[config.mk]
export PLATFORM = sky130hd
export DESIGN_NAME = alu_op_sequencer
export DESIGN_NICKNAME = d
export VERILOG_FILES = /design/src/rtl/alu_op_sequencer.sv
export SDC_FILE = /design/constraint.sdc
export NUM_CORES = 1
export LEC_CHECK = 0
export BUFFER_PORTS_ARGS = -buffer_cell sky130_fd_sc_hd__buf_2
export CAP_MARGIN = 20
export CORE_ASPECT_RATIO = 2
export CORE_UTILIZATION = 30
export DETAILED_ROUTE_END_ITERATION = 12
export GPL_ROUTABILITY_DRIVEN = 0
export SETUP_SLACK_MARGIN = 0.2
export SLEW_MARGIN = 20
export SYNTH_ARGS = -nofsm -noshare
export SYNTH_HDL_FRONTEND = slang
export SYNTH_SLANG_ARGS = --single-unit
[constraint.sdc]
create_clock -name clk -period 1.9 [get_ports clk]
set_clock_uncertainty 0.1 [all_clocks]
set_input_delay 0.38 -clock clk [delete_from_list [all_inputs] [get_ports clk]]
set_output_delay 0.38 -clock clk [all_outputs]
set_load 0.01 [all_outputs]
[src/rtl/alu_op_sequencer.sv]
`default_nettype none
// ============================================================================
//  Module      : alu_op_sequencer
//  Description : Issues one decoded op to the ALU, waits for done or timeout,
//                updates the flag register by op class, hands result onward.
//                Optional macro ALU_SEQ_FWD_EN lets HOLD accept the next op.
//  Revision    : 1.0  initial release
// ============================================================================
module alu_op_sequencer #(
    parameter int DATA_W  = 16,
    parameter int TIMEOUT = 15
) (
    input  logic              clk,
    input  logic              rst_n,

    input  logic              in_valid,
    output logic              in_ready,
    input  logic [2:0]        in_control,
    input  logic [DATA_W-1:0] in_data_one,
    input  logic [DATA_W-1:0] in_data_two,
    input  logic [3:0]        in_shift,

    output logic [DATA_W-1:0] alu_data_one,
    output logic [DATA_W-1:0] alu_data_two,
    output logic [3:0]        alu_shift,
    output logic [2:0]        alu_control,
    input  logic              alu_done,
    input  logic [DATA_W-1:0] alu_result,
    input  logic [2:0]        alu_flags,

    output logic              out_valid,
    input  logic              out_ready,
    output logic [DATA_W-1:0] out_result,
    output logic [2:0]        flags_q,
    output logic              err_timeout
);

    typedef enum logic [1:0] {
        ST_IDLE = 2'd0,
        ST_WAIT = 2'd1,
        ST_HOLD = 2'd2
    } state_t;

    localparam logic [2:0] c_OP_ADD  = 3'b000;
    localparam logic [2:0] c_OP_SUB  = 3'b001;
    localparam logic [2:0] c_OP_NAND = 3'b010;
    localparam logic [2:0] c_OP_XOR  = 3'b011;
    localparam logic [2:0] c_OP_INC  = 3'b100;
    localparam logic [7:0] c_CNT_LAST = 8'(TIMEOUT - 1);

    state_t            r_state;
    logic [7:0]        r_cnt;
    logic              r_in_ready;
    logic              r_out_valid;
    logic              r_err_timeout;
    logic [DATA_W-1:0] r_data_one;
    logic [DATA_W-1:0] r_data_two;
    logic [3:0]        r_shift;
    logic [2:0]        r_control;
    logic [DATA_W-1:0] r_result;
    logic [2:0]        r_flags;

    logic              w_in_fire;
    logic              w_out_fire;
    logic [2:0]        w_flags_next;

`ifdef ALU_SEQ_FWD_EN
    assign in_ready = r_in_ready | ((r_state == ST_HOLD) & out_ready);
`else
    assign in_ready = r_in_ready;
`endif

    assign w_in_fire  = in_valid & in_ready;
    assign w_out_fire = r_out_valid & out_ready;

    // Logic ops only own Z; shifts leave every flag alone.
    always_comb begin
        w_flags_next = r_flags;
        case (r_control)
            c_OP_ADD, c_OP_SUB, c_OP_INC: w_flags_next = alu_flags;
            c_OP_NAND, c_OP_XOR:          w_flags_next = {alu_flags[2], r_flags[1:0]};
            default:                      w_flags_next = r_flags;
        endcase
    end

    // Operand registers feed the ALU directly so its inputs never move in WAIT.
    always_ff @(posedge clk or negedge rst_n) begin
        if (!rst_n) begin
            r_data_one <= '0;
            r_data_two <= '0;
            r_shift    <= '0;
            r_control  <= '0;
        end else if (w_in_fire) begin
            r_data_one <= in_data_one;
            r_data_two <= in_data_two;
            r_shift    <= in_shift;
            r_control  <= in_control;
        end
    end

    always_ff @(posedge clk or negedge rst_n) begin
        if (!rst_n) begin
            r_state       <= ST_IDLE;
            r_cnt         <= '0;
            r_in_ready    <= 1'b0;
            r_out_valid   <= 1'b0;
            r_err_timeout <= 1'b0;
            r_result      <= '0;
            r_flags       <= 3'b000;
        end else begin
            case (r_state)
                ST_IDLE: begin
                    r_in_ready <= 1'b1;
                    if (w_in_fire) begin
                        r_in_ready <= 1'b0;
                        r_cnt      <= '0;
                        r_state    <= ST_WAIT;
                    end
                end
                ST_WAIT: begin
                    if (alu_done) begin
                        r_result    <= alu_result;
                        r_flags     <= w_flags_next;
                        r_out_valid <= 1'b1;
                        r_state     <= ST_HOLD;
                    end else if (r_cnt == c_CNT_LAST) begin
                        r_err_timeout <= 1'b1;
                        r_result      <= '0;
                        r_out_valid   <= 1'b1;
                        r_state       <= ST_HOLD;
                    end else begin
                        r_cnt <= r_cnt + 8'd1;
                    end
                end
                ST_HOLD: begin
                    if (w_out_fire) begin
                        r_out_valid <= 1'b0;
`ifdef ALU_SEQ_FWD_EN
                        if (w_in_fire) begin
                            r_cnt   <= '0;
                            r_state <= ST_WAIT;
                        end else begin
                            r_in_ready <= 1'b1;
                            r_state    <= ST_IDLE;
                        end
`else
                        r_in_ready <= 1'b1;
                        r_state    <= ST_IDLE;
`endif
                    end
                end
                default: begin
                    r_in_ready  <= 1'b0;
                    r_out_valid <= 1'b0;
                    r_state     <= ST_IDLE;
                end
            endcase
        end
    end

    assign alu_data_one = r_data_one;
    assign alu_data_two = r_data_two;
    assign alu_shift    = r_shift;
    assign alu_control  = r_control;
    assign out_valid    = r_out_valid;
    assign out_result   = r_result;
    assign flags_q      = r_flags;
    assign err_timeout  = r_err_timeout;

endmodule
`default_nettype wire

Word-level counts from Yosys, hierarchy flattened:

Cells that the tools add are included.

* register bits: 71
* input port bits: 63
* output and inout bits: 61

* add/subtract/negate cells: 1
* equal/unequal tests: 12
* multiplexer cells: 19
* bitwise gates (word level): 6
* reduce and logical (&&, ||, !) cells: 15

Operators by type and width (count)
* $mux W16: 2
* $mux W8: 3
* $pmux W8 S2: 1
* $reduce_and A3 Y1: 4
* $add A8 B1 Y8 const B: 1
* $eq A8 B4 Y1 const B: 1
* $mux W2: 4
* $ne A2 B2 Y1 const B: 4
* $reduce_and A4 Y1: 2
* $eq A3 B2 Y1 const B: 2
* $pmux W1 S3: 2
* $pmux W2 S3: 1
* $pmux W3 S2: 1
* $reduce_bool A2 Y1: 3
* $mux W1: 5
* $not A1 Y1: 4
* $reduce_and A2 Y1: 2
* $eq A3 B1 Y1 const B: 1
* $eq A3 B3 Y1 const B: 1
* $logic_not A3 Y1: 1
* $ne A3 B3 Y1 const B: 1
* $reduce_or A3 Y1: 1
* $and A1 B1 Y1: 2
* $eq A2 B1 Y1 const B: 1
* other kinds (3): 3

Logic depth before layout (Yosys ltp):

* word-level depth: 4
* mapped depth: 7
* depth with buffers taken out: 6

Worst setup path before layout:

No wires, ideal clock.

* kind: register -> register
* start point: register r_cnt[0]
* end point: register r_cnt[2]
* library setup time: 0.079 ns
* data arrival time: 1.527 ns
* path slack: 0.194 ns
* cell stages (with the launch flop): 7
* path through: dfrtp_1 inv_1 ha_1 nand4b_1 o21ai_4 mux2_2 mux2i_1

* word-level cells in the longest chain between the ends: 4

RTL lines
* from (decl): RTL line 52 `logic [7:0] r_cnt;`
* from (signal assigned): RTL line 132 `r_cnt <= r_cnt + 8'd1;`
* $add A8 B1 Y8: RTL line 132
* $mux W8: RTL line 126 `end else if (r_cnt == c_CNT_LAST) begin`
* $mux W8: RTL line 121 `if (alu_done) begin`
* $pmux W8 S2: RTL line 111 `case (r_state)`

Several ways; a longest one is shown, not always the timed one. The select of a mux whose other input is x is not followed.
A chain may end at the register's enable or synchronous reset.

Worst setup path after layout:

* start point: register r_cnt[4]
* end point: register r_cnt[2]

* word-level cells in the longest chain between the ends: 3

RTL lines (RTL line)
* $eq A8 B4 Y1: 126
* $ne A2 B2 Y1 (no source line)
* $reduce_and A4 Y1 (no source line)

No other way between the ends.

==> results.toml <==
[status]
status = "finished with violations"
violations = "DRC"

[yosys]
yosys-top-cells-count = "dfrtp_1, mux2_2, a22o_1, nand2_1"
synth_area_leaders = "dfrtp_1, mux2_2, a22o_2"
synth_area_per_cell_sq_um = 14.5
post-synth-top-count-cell = "dfrtp_1"
ys_async_sr_fraction_pct = 100
syn_nets = 263
synth-compound-area-share_pct = 10.3
yosysTopAreaCellShare_pct = 61.9
synth_edf_count = 0
yosys_warnings = 0
synth_top_family_by_area = "multiplexers"
synth_ff_type = "dfrtp_1"
ys_seq_area_share_pct = 61.9
synthCells = 198
synthAdderAreaFrac_pct = 0.872
syn_area_sq_mm = 0.00287
synth-simple-area-share_pct = 6.59
ys_ff_latch = 71
synthXorXnorAreaFrac_pct = 0.611
synth.mux.area_fraction_pct = 17.2
yosysUniqueCellTypes = 35
yosysTopAreaCell = "dfrtp_1"

[place]
dp_cells = 423
port_buffers = 123
dp_hpwl_um = 4780

[floorplan]
dieArea_sq_mm = 0.00998
io_pins = 124
fp.dieW_um = 71.2
die_h_um = 140
rows = 50
initial_core_util_pct = 30.8
coreArea_sq_mm = 0.00932

[clocking]
cts_root_buffer = "clkbuf_16"
ctsHtreeMaxLevel = 3
clkLatencyLatePin_ns = 0.32
clkTransAtPathRegs_ns = 0.06
clock_sinks = 71
cts_tree = "done"
numCtsBuffers = 9
cts_buffer_depth = 2

[worst_setup_path]
crit_slowest_cell = "dfrtp_2"
endpoint = "r_cnt[2]$_DFFE_PN0P_"
ff2ff_path_depth = 4
slowest_delay_ns = 0.43
cp.required_ns = 2.05
path_max_fanout = 5
worstSetupEndpointType = "flip-flop"
startpoint_type = "flip-flop"
arrival_ns = 1.81
critPathLaunch = "r_cnt[4]$_DFFE_PN0P_"
worstReg2RegStart = "r_cnt[4]$_DFFE_PN0P_"
worstSetupPathType = "flip-flop to flip-flop"
rr_endpoint = "r_cnt[2]$_DFFE_PN0P_"
regToRegSetupSlack_ns = 0.24
cp_cell_sequence = "or3_4 > o21ai_4 > mux2_4 > mux2i_1"

[sta]
hold_violations = 0
worstMarginPinSlew_ns = 0.377
fin_tns_setup_ns = 0
period_minus_slack_ns = 1.66
period_share_pct = 87.6
fmax_mhz = 601
finalMaxSlewViolations = 0
setup_viol = 0
rsz0062_at_grt = "true"
maxSlewHeadroom_pct = 74.9

[drt]
detail-route-antenna-nets = 0
vias = 2157
firstDrtPassIters = 8
drc = 10
wl_per_cell_um = 14.7
wl_um = 6580
viasPerCell = 4.81
initialDrtViolationCount = 128

[layout]
final_layout_size_suffix_gt1_share_pct = 62.2
area_growth_pct = 42.5
final-instance-count-excl-fill = 448
num-nets-final = 404
antenna_cells = 0

[hold_path]
hold_path_class = "input port to flip-flop"

[global_route]
antenna_found_initial = 0
grt_max_degree = 72
grt_pass1_vias = 2117
grt_usage_pct = 13.7
gr-total-overflow = 0
grt_pass1_wl_um = 10400

[power]
powerDensity_mw_per_mm2 = 1660
ir_worst_vdd_mv = 0.751
p_leak_nw = 2.03

[job]
drv_cap = 0
kinds of logic after synthesis:
logic type / count (synthesis)
simple gates: 32
flops: 71
fa+ha+maj: 2
compound gates: 36
buf+inv: 11
mux: 44
xor+xnor: 2
how the worst min path moves through the flow:
stage          depth (start not counted)       startpoint  slack, ns                           end
3_5_place_dp                           2            rst_n       0.34  alu_data_two[12]$_DFFE_PN0P_
6_report                               2      in_shift[0]       0.18      alu_shift[0]$_DFFE_PN0P_
3_3_place_gp                           2            rst_n       0.33  alu_data_two[12]$_DFFE_PN0P_
5_1_grt                                2  in_data_two[12]       0.17  alu_data_two[12]$_DFFE_PN0P_
2_1_floorplan                          0            rst_n      -0.02    alu_control[0]$_DFFE_PN0P_
4_1_cts                                2    alu_result[5]       0.16     out_result[5]$_DFFE_PN0P_
flip-flops by register name, indices dropped and copies added, names as in the netlist:
signal and flops:
alu_data_one 16, alu_data_two 16, out_result 16, r_cnt 8, alu_shift 4, alu_control 3, flags_q 3, r_state 2
err_timeout 1, in_ready 1, out_valid 1
layout make-up:
| class | instances | area, sq um |
|---|---|---|
| clock buffer | 11 | 243 |
| tap | 104 | 130 |
| timing repair buffer | 137 | 761 |
| inverter | 4 | 15.0 |
| multi-input combinational | 116 | 1030 |
| fill | 872 | 5230 |
| clock inverter | 5 | 129 |
| sequential | 71 | 1780 |
worst max-delay path, delay by kind of cell, from the launching register on:
family             cells  cell delay, ns
AOI/OAI and AO/OA      1            0.21
DFF                    1            0.43
muxes                  2            0.44
and+or+nand+nor        1            0.41
metal layers:
metal  GRT usage [%]  wire length [um]
met3            2.88               324
met2            24.4              3760
met5               0                 0
met1            15.0              2330
met4            7.37               169
stage by stage:
stage / instance area [sq um] / utilization [%] / hold slack, ns / worst slack [ns] / total power, mW
after floorplan: 2870 / - / -0.0156 / 0.206 / 3.79
after global routing: 4090 / 43.9 / 0.168 / 0.180 / 7.20
after global placement: 3640 / 39.0 / 0.331 / 0.182 / 4.66
after CTS: 4030 / 43.3 / 0.160 / 0.202 / 6.86
final: 4090 / 43.9 / 0.177 / 0.236 / 6.81
after detailed placement: 3640 / 39.0 / 0.340 / 0.134 / 4.72
repair_timing:
action                                  CTS  global route
hold endpoints to repair                 71             0
hold buffers                              1             0
setup buffers                             2             6
endpoints found under the setup margin   13            20
pin swaps                                 1             4
gates resized for setup                   0             3
cells in the final DEF (no fill, tap or decap), drive strengths merged, types with 2 or more instances in the layout:
cell and instances:
ha 2, inv 4, nand2 9, nand3 6
mux2 43, buf 136, dfrtp 71, nor2 4
xnor2 2, clkbuf 11, nor3 2, a22o 17
a21oi 3, or3 4, a21o 3, bufinv 4
o21ai 10
power breakdown:
part / total, mW / switching (mW) / internal, mW
combinational: 2.24 / 1.05 / 1.18
clock: 2.07 / 0.619 / 1.45
sequential: 2.50 / 0.361 / 2.14
(Power assumes the default switching activity.)
